$ cat src/rtl/uart_cmd_rx_if.sv
// Decoded-command bundle from uart_cmd_rx to the SD/FIFO control logic.
// The receiver drives every signal; consumers only observe.
interface uart_cmd_rx_if #(
    parameter int DATA_BITS = 8,
    parameter int LEN_BYTES = 2
);
    logic                     cmd_valid;
    logic [DATA_BITS-1:0]     cmd_op;
    logic [8*LEN_BYTES-1:0]   cmd_len;
    logic                     pay_valid;
    logic [DATA_BITS-1:0]     pay_data;
    logic                     pay_last;
    logic                     frame_done;
    logic                     err_frame;
    logic                     err_parity;
    logic                     err_timeout;

    modport master (
        output cmd_valid, cmd_op, cmd_len, pay_valid, pay_data, pay_last,
               frame_done, err_frame, err_parity, err_timeout
    );
    modport slave (
        input  cmd_valid, cmd_op, cmd_len, pay_valid, pay_data, pay_last,
               frame_done, err_frame, err_parity, err_timeout
    );
endinterface

$ cat src/rtl/uart_cmd_rx.sv
// Oversampling UART receiver plus [length][opcode][payload] frame parser
// with framing/parity/inter-byte timeout error pulses.
//   rx state | meaning              parser | meaning
//   IDLE     | wait for start edge  HDR    | collecting length bytes
//   START    | mid-start check      OP     | next byte is the opcode
//   DATA     | shifting data bits   PAY    | counting payload bytes
//   PAR      | parity sample
//   STOP     | stop sample, verdict
//   BREAK    | line held low, wait for high
module uart_cmd_rx #(
    parameter int CLK_HZ       = 50_000_000,
    parameter int BAUD         = 9600,
    parameter int DATA_BITS    = 8,
    parameter int PARITY       = 0,
    parameter int LEN_BYTES    = 2,
    parameter int TIMEOUT_BITS = 40
) (
    input  logic          clk,
    input  logic          rst_n,
    input  logic          mosi,
    uart_cmd_rx_if.master rx_if
);
    localparam int DIV    = CLK_HZ / BAUD;
    localparam int CNT_W  = $clog2(DIV);
    localparam int LW     = 8 * LEN_BYTES;
    localparam int TO_MAX = TIMEOUT_BITS * DIV;
    localparam int TO_W   = $clog2(TO_MAX + 1);

    typedef enum logic [2:0] {RX_IDLE, RX_START, RX_DATA, RX_PAR, RX_STOP, RX_BREAK} rx_state_t;
    typedef enum logic [1:0] {P_HDR, P_OP, P_PAY} p_state_t;

    logic                 sync1_q, sync1_d, sync2_q, sync2_d, hist_q, hist_d;
    rx_state_t            rx_state_q, rx_state_d;
    logic [CNT_W-1:0]     bit_cnt_q, bit_cnt_d;
    logic [2:0]           bit_idx_q, bit_idx_d;
    logic [DATA_BITS-1:0] shift_q, shift_d;
    logic                 par_err_q, par_err_d;
    logic                 byte_stb_q, byte_stb_d;
    logic                 err_frame_q, err_frame_d, err_parity_q, err_parity_d;

    p_state_t             p_state_q, p_state_d;
    logic [1:0]           hdr_idx_q, hdr_idx_d;
    logic [LW-1:0]        len_q, len_d, rem_q, rem_d;
    logic [TO_W-1:0]      to_q, to_d;
    logic                 err_timeout_q, err_timeout_d;
    logic                 cmd_valid_q, cmd_valid_d, pay_valid_q, pay_valid_d;
    logic                 pay_last_q, pay_last_d, frame_done_q, frame_done_d;
    logic [DATA_BITS-1:0] cmd_op_q, cmd_op_d, pay_data_q, pay_data_d;
    logic [LW-1:0]        cmd_len_q, cmd_len_d;

    logic fall, bit_tick, par_exp, to_active, to_hit;

    always_comb begin
        sync1_d  = mosi;
        sync2_d  = sync1_q;
        hist_d   = sync2_q;
        fall     = hist_q & ~sync2_q;
        bit_tick = (bit_cnt_q == '0);
        par_exp  = (PARITY == 1) ? ~(^shift_q) : (^shift_q);
    end

    always_comb begin
        rx_state_d   = rx_state_q;
        bit_cnt_d    = bit_tick ? bit_cnt_q : bit_cnt_q - 1'b1;
        bit_idx_d    = bit_idx_q;
        shift_d      = shift_q;
        par_err_d    = par_err_q;
        byte_stb_d   = 1'b0;
        err_frame_d  = 1'b0;
        err_parity_d = 1'b0;
        case (rx_state_q)
            RX_IDLE: if (fall) begin
                rx_state_d = RX_START;
                bit_cnt_d  = CNT_W'(DIV / 2 - 1);
                bit_idx_d  = '0;
                par_err_d  = 1'b0;
            end
            RX_START: if (bit_tick) begin
                if (!sync2_q) begin
                    rx_state_d = RX_DATA;
                    bit_cnt_d  = CNT_W'(DIV - 1);
                end else begin
                    rx_state_d = RX_IDLE;
                end
            end
            RX_DATA: if (bit_tick) begin
                shift_d   = {sync2_q, shift_q[DATA_BITS-1:1]};
                bit_cnt_d = CNT_W'(DIV - 1);
                bit_idx_d = bit_idx_q + 1'b1;
                if (bit_idx_q == 3'(DATA_BITS - 1))
                    rx_state_d = (PARITY != 0) ? RX_PAR : RX_STOP;
            end
            RX_PAR: if (bit_tick) begin
                par_err_d  = (sync2_q != par_exp);
                bit_cnt_d  = CNT_W'(DIV - 1);
                rx_state_d = RX_STOP;
            end
            RX_STOP: if (bit_tick) begin
                if (sync2_q) begin
                    err_parity_d = par_err_q;
                    byte_stb_d   = ~par_err_q;
                    rx_state_d   = RX_IDLE;
                end else begin
                    err_frame_d  = 1'b1;
                    rx_state_d   = RX_BREAK;
                end
            end
            RX_BREAK: if (sync2_q) rx_state_d = RX_IDLE;
            default: rx_state_d = RX_IDLE;
        endcase
    end

    // A start edge always clears the timer, so it beats a coincident expiry.
    always_comb begin
        to_active     = ((p_state_q != P_HDR) || (hdr_idx_q != '0)) && (rx_state_q == RX_IDLE);
        to_hit        = 1'b0;
        to_d          = '0;
        err_timeout_d = 1'b0;
        if (to_active && !fall) begin
            if (to_q == TO_W'(TO_MAX - 1)) to_hit = 1'b1;
            else                           to_d   = to_q + 1'b1;
        end
        err_timeout_d = to_hit;
    end

    always_comb begin
        p_state_d    = p_state_q;
        hdr_idx_d    = hdr_idx_q;
        len_d        = len_q;
        rem_d        = rem_q;
        cmd_op_d     = cmd_op_q;
        cmd_len_d    = cmd_len_q;
        pay_data_d   = pay_data_q;
        cmd_valid_d  = 1'b0;
        pay_valid_d  = 1'b0;
        pay_last_d   = 1'b0;
        frame_done_d = 1'b0;
        if (err_frame_q || err_parity_q || to_hit) begin
            p_state_d = P_HDR;
            hdr_idx_d = '0;
        end else if (byte_stb_q) begin
            case (p_state_q)
                P_HDR: begin
                    len_d = (len_q << 8) | LW'(shift_q);
                    if (hdr_idx_q == 2'(LEN_BYTES - 1)) begin
                        hdr_idx_d = '0;
                        p_state_d = P_OP;
                    end else begin
                        hdr_idx_d = hdr_idx_q + 1'b1;
                    end
                end
                P_OP: begin
                    cmd_valid_d = 1'b1;
                    cmd_op_d    = shift_q;
                    cmd_len_d   = len_q;
                    rem_d       = len_q;
                    if (len_q == '0) begin
                        frame_done_d = 1'b1;
                        p_state_d    = P_HDR;
                    end else begin
                        p_state_d    = P_PAY;
                    end
                end
                P_PAY: begin
                    pay_valid_d = 1'b1;
                    pay_data_d  = shift_q;
                    rem_d       = rem_q - 1'b1;
                    if (rem_q == LW'(1)) begin
                        pay_last_d   = 1'b1;
                        frame_done_d = 1'b1;
                        p_state_d    = P_HDR;
                    end
                end
                default: p_state_d = P_HDR;
            endcase
        end
    end

    always_ff @(posedge clk or negedge rst_n) begin
        if (!rst_n) begin
            sync1_q       <= 1'b1;
            sync2_q       <= 1'b1;
            hist_q        <= 1'b1;
            rx_state_q    <= RX_IDLE;
            bit_cnt_q     <= '0;
            bit_idx_q     <= '0;
            shift_q       <= '0;
            par_err_q     <= 1'b0;
            byte_stb_q    <= 1'b0;
            err_frame_q   <= 1'b0;
            err_parity_q  <= 1'b0;
            p_state_q     <= P_HDR;
            hdr_idx_q     <= '0;
            len_q         <= '0;
            rem_q         <= '0;
            to_q          <= '0;
            err_timeout_q <= 1'b0;
            cmd_valid_q   <= 1'b0;
            pay_valid_q   <= 1'b0;
            pay_last_q    <= 1'b0;
            frame_done_q  <= 1'b0;
            cmd_op_q      <= '0;
            cmd_len_q     <= '0;
            pay_data_q    <= '0;
        end else begin
            sync1_q       <= sync1_d;
            sync2_q       <= sync2_d;
            hist_q        <= hist_d;
            rx_state_q    <= rx_state_d;
            bit_cnt_q     <= bit_cnt_d;
            bit_idx_q     <= bit_idx_d;
            shift_q       <= shift_d;
            par_err_q     <= par_err_d;
            byte_stb_q    <= byte_stb_d;
            err_frame_q   <= err_frame_d;
            err_parity_q  <= err_parity_d;
            p_state_q     <= p_state_d;
            hdr_idx_q     <= hdr_idx_d;
            len_q         <= len_d;
            rem_q         <= rem_d;
            to_q          <= to_d;
            err_timeout_q <= err_timeout_d;
            cmd_valid_q   <= cmd_valid_d;
            pay_valid_q   <= pay_valid_d;
            pay_last_q    <= pay_last_d;
            frame_done_q  <= frame_done_d;
            cmd_op_q      <= cmd_op_d;
            cmd_len_q     <= cmd_len_d;
            pay_data_q    <= pay_data_d;
        end
    end

    assign rx_if.cmd_valid   = cmd_valid_q;
    assign rx_if.cmd_op      = cmd_op_q;
    assign rx_if.cmd_len     = cmd_len_q;
    assign rx_if.pay_valid   = pay_valid_q;
    assign rx_if.pay_data    = pay_data_q;
    assign rx_if.pay_last    = pay_last_q;
    assign rx_if.frame_done  = frame_done_q;
    assign rx_if.err_frame   = err_frame_q;
    assign rx_if.err_parity  = err_parity_q;
    assign rx_if.err_timeout = err_timeout_q;
endmodule

$ cat src/flat_wrapper.sv
// flat-port wrapper written by rule: the top's interface ports become plain ports
module uart_cmd_rx_flat 
#(
    parameter int CLK_HZ       = 50_000_000,
    parameter int BAUD         = 9600,
    parameter int DATA_BITS    = 8,
    parameter int PARITY       = 0,
    parameter int LEN_BYTES    = 2,
    parameter int TIMEOUT_BITS = 40
)
  (clk, rst_n, mosi, rx_if_cmd_valid, rx_if_cmd_op, rx_if_cmd_len, rx_if_pay_valid, rx_if_pay_data, rx_if_pay_last, rx_if_frame_done, rx_if_err_frame, rx_if_err_parity, rx_if_err_timeout);
  uart_cmd_rx_if #(.DATA_BITS(DATA_BITS), .LEN_BYTES(LEN_BYTES)) rx_if_i ();
  input  logic clk;
  input  logic rst_n;
  input  logic mosi;
  output wire logic [$bits(rx_if_i.cmd_valid)-1:0] rx_if_cmd_valid;
  output wire logic [$bits(rx_if_i.cmd_op)-1:0] rx_if_cmd_op;
  output wire logic [$bits(rx_if_i.cmd_len)-1:0] rx_if_cmd_len;
  output wire logic [$bits(rx_if_i.pay_valid)-1:0] rx_if_pay_valid;
  output wire logic [$bits(rx_if_i.pay_data)-1:0] rx_if_pay_data;
  output wire logic [$bits(rx_if_i.pay_last)-1:0] rx_if_pay_last;
  output wire logic [$bits(rx_if_i.frame_done)-1:0] rx_if_frame_done;
  output wire logic [$bits(rx_if_i.err_frame)-1:0] rx_if_err_frame;
  output wire logic [$bits(rx_if_i.err_parity)-1:0] rx_if_err_parity;
  output wire logic [$bits(rx_if_i.err_timeout)-1:0] rx_if_err_timeout;
  assign rx_if_cmd_valid = rx_if_i.cmd_valid;
  assign rx_if_cmd_op = rx_if_i.cmd_op;
  assign rx_if_cmd_len = rx_if_i.cmd_len;
  assign rx_if_pay_valid = rx_if_i.pay_valid;
  assign rx_if_pay_data = rx_if_i.pay_data;
  assign rx_if_pay_last = rx_if_i.pay_last;
  assign rx_if_frame_done = rx_if_i.frame_done;
  assign rx_if_err_frame = rx_if_i.err_frame;
  assign rx_if_err_parity = rx_if_i.err_parity;
  assign rx_if_err_timeout = rx_if_i.err_timeout;
  uart_cmd_rx #(.CLK_HZ(CLK_HZ), .BAUD(BAUD), .DATA_BITS(DATA_BITS), .PARITY(PARITY), .LEN_BYTES(LEN_BYTES), .TIMEOUT_BITS(TIMEOUT_BITS)) u_core (.clk(clk), .rst_n(rst_n), .mosi(mosi), .rx_if(rx_if_i));
endmodule
$ cat config.mk
export PLATFORM = sky130hd
export DESIGN_NAME = uart_cmd_rx_flat
export DESIGN_NICKNAME = d
export VERILOG_FILES = /design/src/rtl/uart_cmd_rx_if.sv /design/src/rtl/uart_cmd_rx.sv /design/src/flat_wrapper.sv
export SDC_FILE = /design/constraint.sdc
export NUM_CORES = 1
export LEC_CHECK = 0
export CAP_MARGIN = 20
export CORE_MARGIN = 1
export CORE_UTILIZATION = 59
export DETAILED_ROUTE_END_ITERATION = 10
export GPL_ROUTABILITY_DRIVEN = 1
export GPL_TIMING_DRIVEN = 1
export HOLD_SLACK_MARGIN = 0.12
export PLACE_DENSITY_LB_ADDON = 0.25
export SYNTH_ARGS = -nofsm -noshare
export SYNTH_HDL_FRONTEND = slang
export SYNTH_SLANG_ARGS = --single-unit
$ cat constraint.sdc
create_clock -name clk -period 3.1 [get_ports clk]
set_clock_uncertainty 0.1 [all_clocks]
set_input_delay 0.465 -clock clk [delete_from_list [all_inputs] [get_ports clk]]
set_output_delay 0.465 -clock clk [all_outputs]
set_load 0.01 [all_outputs]
---- Word level (Yosys, flattened, before mapping) ----
Index checks and enable logic that the tools add are counted.
Widths: inputs -> output; s select.
storage, ports and cells
  bits in registers ....................... 125
  input bits .............................. 3
  output and inout port bits .............. 39
operators by class
  add/sub/neg operators ................... 5
  equal/unequal tests ..................... 21
  muxes and demuxes ....................... 60
  bitwise logic cells ..................... 5
  reductions and logical operators ........ 29
operators with widths
  operator               number
  $mux 13                5
  $pmux 13 s3            1
  $mux 18                2
  $pmux 16 s2            1
  $mux 3                 10
  $mux 1                 26
  $reduce_and 3->1       7
  $mux 2                 10
  $add 18x1->18 const B  1
  $eq 18x18->1 const B   1
  $pmux 3 s6             1
  $eq 16x1->1 const B    1
  $logic_not 16->1       1
  $or 16x8->16           1
  $sub 16x1->16 const B  1
  $ne 2x1->1 const B     7
  $reduce_bool 2->1      7
  $logic_not 13->1       1
  $sub 13x1->13 const B  1
  $eq 3x3->1 const B     3
  $reduce_xor 8->1       1
  $reduce_and 7->1       1
  $eq 3x2->1 const B     2
  $ne 3x1->1 const B     2
  18 further kinds       26

---- Depth between registers and ports, before layout ----
  depth in word-level cells ............... 8
  depth in mapped cells ................... 11
  gate-level depth less buffers ........... 10

---- Worst setup path after synthesis ----
OpenSTA, ideal clock, no wires.
  kind .................................... flip-flop to flip-flop
  from .................................... register u_core.bit_cnt_q[0]
  to ...................................... register u_core.bit_cnt_q[0]
  setup time .............................. 0.123 ns
  data arrival time ....................... 2.452 ns
  required time ........................... 2.877 ns
  slack ................................... 0.425 ns
  stages on the path, launching flop included .. 11
  buffers on the path ..................... 1
  cells stage by stage .................... dfrtp_1 > inv_1 > ha_1 > or3b_2 > nor4_4 > inv_2 > clkbuf_1 > ha_1 > o31a_1 > o21ai_0 > a21oi_1
between the ends
  word-level cells in the longest chain between the ends .. 5
ends and longest elaborated chain
  element                                                   line                                  RTL
  start, declared                                           uart_cmd_rx.sv:34                     logic [CNT_W-1:0] bit_cnt_q, bit_cnt_d;
  start signal, assigned                                    uart_cmd_rx.sv:210                    bit_cnt_q <= bit_cnt_d;
  $sub 13x1->13 / $logic_not 13->1 (equally long branches)  uart_cmd_rx.sv:64, uart_cmd_rx.sv:58
  $mux 13                                                   uart_cmd_rx.sv:64                     bit_cnt_d = bit_tick ? bit_cnt_q : bit_cnt_q - 1'b1;
  $mux 13                                                   uart_cmd_rx.sv:79                     if (!sync2_q) begin
  $mux 13                                                   uart_cmd_rx.sv:78                     RX_START: if (bit_tick) begin
  $pmux 13 s3 (*)                                           uart_cmd_rx.sv:71                     case (rx_state_q)
  via u_core.bit_cnt_d[0]                                   uart_cmd_rx.sv:34
Mark *: on every way through the listed nets, which the timed path passes. The rest lies on a longest branch.
A chain may end at the register's enable or synchronous reset.

---- Final worst setup path ----
  from .................................... register u_core.bit_cnt_q[0]
  to ...................................... register u_core.shift_q[6]
between the ends
  word-level cells in the longest chain between the ends .. 2
ends and longest elaborated chain
  element                            line                RTL
  $logic_not 13->1                   uart_cmd_rx.sv:58   bit_tick = (bit_cnt_q == '0);
  $reduce_and 2->1 (no source line)  n/a
  end signal, assigned               uart_cmd_rx.sv:212  shift_q <= shift_d;
  end, declared                      uart_cmd_rx.sv:36   logic [DATA_BITS-1:0] shift_q, shift_d;
No other way between the ends.

==> flow_metrics.env <==
export IMPL_layout_common_cells="sky130_fd_sc_hd__dfrtp_1, sky130_fd_sc_hd__nor2_1, sky130_fd_sc_hd__mux2_2"
export IMPL_post_synth_inst_count=538
export IMPL_distinct_cell_type_count_of_the_synthesized_netlist=57
export IMPL_worst_ir_drop_vdd_mv=0.372
export IMPL_htree_levels=4
export IMPL_cts_inserted_buffers=17
export IMPL_power_density_nw_per_um2=583
export IMPL_timing_max_cap_violations=0
export IMPL_final_period_utilization=0.922
export IMPL_seq_area_frac_synth=0.533
export IMPL_cp_num_cells=7
export IMPL_worstMarginPinSlew_ps=681
export IMPL_slew_viol_final=0
export IMPL_data_required_time_of_the_critical_path_ps=3410
export IMPL_timing_final_crit_period_ps=2860
export IMPL_finalNetCount=597
export IMPL_setup_violations_final=0
export IMPL_detail_route_iter0_violations=211
export IMPL_ant_nets=0
export IMPL_timing_rr_start="u_core.bit_cnt_q[0]"
export IMPL_post_route_drc_count=0
export IMPL_critPathMaxStageDelay_ps=620
export IMPL_coreArea_um2=9730
export IMPL_cp_end_kind="flop"
export IMPL_setup_repair_after_global_routing_missed_its_margin="false"
export IMPL_hold_path_startpoint="mosi"
export IMPL_netlist_area_um2=5870
export IMPL_wirelength_um=12900
export IMPL_clkSlewWorstSetupHoldPaths_ps=60
export IMPL_die_boundary_width_um=102
export IMPL_cts_root_buffer="sky130_fd_sc_hd__clkbuf_8"
export IMPL_min_delay_path_class="in -> reg"
export IMPL_grt_total_usage=0.270
export IMPL_post_drt_wl_per_cell_um=17.7
export IMPL_postSynthNetCount=551
export IMPL_grt_pass1_wl_um=21300
export IMPL_nFillCells=700
export IMPL_min_delay_path_depth=1
export IMPL_vias_per_cell=5.99
export IMPL_dp_wirelength_um=8100
export IMPL_timing_slew_headroom=0.546
export IMPL_clk_insertion_delay_late_ps=530
export IMPL_layout_commonest_cell="sky130_fd_sc_hd__dfrtp_1"
export IMPL_critical_path_n_buffers_inverters=2
export IMPL_synth_ff_latch_count=125
export IMPL_synth_largest_area_cell="sky130_fd_sc_hd__dfrtp_1"
export IMPL_flow_area_growth_from_synthesis_pct=19.3
export IMPL_tritoncts="done"
export IMPL_drt_pre_antenna_iters=5
export IMPL_cp_max_fo=15
export IMPL_cellLeakagePower_nw=3.17
export IMPL_setup_worst_path_start_class="flop"
export IMPL_antenna_cells=0
export IMPL_detailed_place_area_um2=6420
export IMPL_die_span_y_um=102
export IMPL_max_freq_ghz=0.350
export IMPL_max_clock_path_buffers=2
export IMPL_fp_dieArea_um2=10400
export IMPL_postSynth_topFlopCell="sky130_fd_sc_hd__dfrtp_1"
export IMPL_reg2reg_setup_slack_ps=240
export IMPL_timing_hold_violations_final=0
export IMPL_grt_antenna_before_repair=0
export IMPL_r2r_cells=7
export IMPL_rows=36
export IMPL_worstReg2RegEnd="u_core.shift_q[6]"
export IMPL_synthesis_area_per_instance_um2=10.9
export IMPL_worst_hold_slack_ps=240
export IMPL_synth_enable_flop_cells=0
export IMPL_synth_async_reset_ratio=1.00
export IMPL_finalInstanceArea_um2=7000
export IMPL_worstPathCellList="inv_1, ha_1, or3b_2, nor4_4, inv_2, or3_1, mux2_4"
export IMPL_synthesis_yosys_warnings=0
export IMPL_final_layout_size_suffix_gt1_frac=0.179
export IMPL_worst_setup_path_type="reg -> reg"
export IMPL_crit_slowest_cell="sky130_fd_sc_hd__or3_1"
export IMPL_grt_ovf=0
export IMPL_capture_endpoint_of_the_worst_hold_path="u_core.sync1_q"
export IMPL_cts_sinks=125
export IMPL_pin_count_of_the_biggest_net_entering_global_routing=70
export IMPL_io_pins=42
export IMPL_gp_congestion=0.867
export IMPL_synth_top_cells_by_area="sky130_fd_sc_hd__dfrtp_1, sky130_fd_sc_hd__mux2_2, sky130_fd_sc_hd__nor2_1"
export IMPL_floorplan_initialDensity=0.604
export IMPL_first_global_vias=4264
export IMPL_path_delay_family="simple AND/OR/NAND/NOR gates"
export IMPL_cp_data_arrival_time_ps=3170
export IMPL_port_buffer_count=41
export IMPL_fin_setup_tns_ps=0
export IMPL_routed_via_count=4374
export IMPL_status="finished, final reports clean"
export IMPL_synth_top_cell_area_share=0.520
==> stage by stage <==
stage | std cells | power [W] | setup slack (ps) | utilization
5_1_grt | 730 | 0.00423 | 106 | 0.720
2_1_floorplan | 538 | 0.00205 | 425 | -
6_report | 730 | 0.00409 | 240 | 0.720
3_3_place_gp | 697 | 0.00214 | 372 | 0.660
4_1_cts | 730 | 0.00409 | 274 | 0.720
3_5_place_dp | 697 | 0.00216 | 311 | 0.660
==> worst register-to-register path, cell delays in order, from the launching register on <==
cell,delay (ps)
sky130_fd_sc_hd__dfrtp_1,420
sky130_fd_sc_hd__inv_1,70
sky130_fd_sc_hd__ha_1,170
sky130_fd_sc_hd__or3b_2,530
sky130_fd_sc_hd__nor4_4,270
sky130_fd_sc_hd__inv_2,160
sky130_fd_sc_hd__or3_1,630
sky130_fd_sc_hd__mux2_4,400
==> kinds of logic after synthesis <==
kind of cell	count (synthesis)	synth area share
AO/OA/AOI/OAI	94	0.103
multiplexers	57	0.110
AND/OR/NAND/NOR	183	0.161
flip-flops	125	0.533
adder cells (fa/ha/maj)	10	0.0213
XOR/XNOR	29	0.0432
buffers and inverters	40	0.0277
==> power breakdown <==
group          total (W)  internal (W)  leakage (nW)  switching (W)
Combinational   0.000335      0.000149          1.18       0.000187
Sequential       0.00181       0.00171          1.70      0.0000921
Clock            0.00194       0.00112         0.280       0.000825
==> what timing repair did <==
action | CTS | global route
hold buffers | 1 | 0
buffers inserted | 0 | 0
resized for setup | 0 | 0
hold endpoints to repair | 32 | 0
==> synth_stat cells (2+ instances only) <==
| cell | number |
|---|---|
| sky130_fd_sc_hd__a211oi_1 | 3 |
| sky130_fd_sc_hd__a21boi_0 | 3 |
| sky130_fd_sc_hd__a21oi_1 | 20 |
| sky130_fd_sc_hd__a2bb2oi_1 | 2 |
| sky130_fd_sc_hd__a31oi_1 | 7 |
| sky130_fd_sc_hd__and2_1 | 4 |
| sky130_fd_sc_hd__and3_1 | 10 |
| sky130_fd_sc_hd__and4_1 | 4 |
| sky130_fd_sc_hd__buf_2 | 4 |
| sky130_fd_sc_hd__clkbuf_1 | 17 |
| sky130_fd_sc_hd__dfrtp_1 | 122 |
| sky130_fd_sc_hd__dfstp_2 | 3 |
| sky130_fd_sc_hd__ha_1 | 10 |
| sky130_fd_sc_hd__inv_1 | 17 |
| sky130_fd_sc_hd__mux2_2 | 53 |
| sky130_fd_sc_hd__mux2_4 | 2 |
| sky130_fd_sc_hd__mux2i_1 | 2 |
| sky130_fd_sc_hd__nand2_1 | 33 |
| sky130_fd_sc_hd__nand2b_1 | 2 |
| sky130_fd_sc_hd__nand3_1 | 15 |
| sky130_fd_sc_hd__nand3b_1 | 2 |
| sky130_fd_sc_hd__nand4_1 | 7 |
| sky130_fd_sc_hd__nand4b_1 | 3 |
| sky130_fd_sc_hd__nor2_1 | 56 |
| sky130_fd_sc_hd__nor2b_1 | 4 |
| sky130_fd_sc_hd__nor3_1 | 15 |
| sky130_fd_sc_hd__nor3b_1 | 2 |
| sky130_fd_sc_hd__nor4_1 | 10 |
| sky130_fd_sc_hd__o211ai_1 | 2 |
| sky130_fd_sc_hd__o21a_1 | 2 |
| sky130_fd_sc_hd__o21ai_0 | 28 |
| sky130_fd_sc_hd__o21ba_2 | 2 |
| sky130_fd_sc_hd__o22a_1 | 8 |
| sky130_fd_sc_hd__o22ai_1 | 3 |
| sky130_fd_sc_hd__o31a_1 | 2 |
| sky130_fd_sc_hd__o31ai_1 | 3 |
| sky130_fd_sc_hd__o32ai_1 | 2 |
| sky130_fd_sc_hd__or3_1 | 6 |
| sky130_fd_sc_hd__or4_1 | 3 |
| sky130_fd_sc_hd__xnor2_1 | 19 |
| sky130_fd_sc_hd__xor2_1 | 10 |
==> how the worst max path moves through the flow <==
stage,slack (ps),to,startpoint
final,240,u_core.shift_q[6],u_core.bit_cnt_q[0]
after global routing,110,u_core.bit_idx_q[0],u_core.bit_cnt_q[0]
after CTS,270,u_core.shift_q[6],u_core.bit_cnt_q[0]
after detailed placement,310,u_core.shift_q[6],u_core.bit_cnt_q[0]
after global placement,370,u_core.shift_q[6],u_core.bit_cnt_q[0]
after floorplan,420,u_core.bit_cnt_q[0],u_core.bit_cnt_q[0]
==> state kept, by name (all words and copies together), names as in the netlist, 2 cells and up <==
signal	count
u_core.bit_cnt_q	13
u_core.rx_state_q	3
u_core.bit_idx_q	3
u_core.rx_if.cmd_op	8
u_core.shift_q	8
u_core.p_state_q	2
u_core.rx_if.pay_data	8
u_core.hdr_idx_q	2
u_core.rem_q	16
u_core.len_q	16
u_core.to_q	18
u_core.rx_if.cmd_len	16
==> final cells by class <==
class	count	area [um^2]	share of cell area
Multi-Input combinational cell	373	2580	0.368
Clock inverter	14	149	0.0213
Tap cell	133	166	0.0238
Sequential cell	125	3130	0.447
Timing Repair Buffer	49	483	0.0690
Clock buffer	18	428	0.0611
Inverter	18	67.6	0.00965
==> metal layers <==
metal,share of wire,vias to the layer above,GRT usage
met1,0.43,2198,0.355
met4,0.014,0,0.0858
met5,0,-,0
li1,-,2030,-
met2,0.51,128,0.454
met3,0.044,18,0.0504
(Power assumes the default switching activity.)
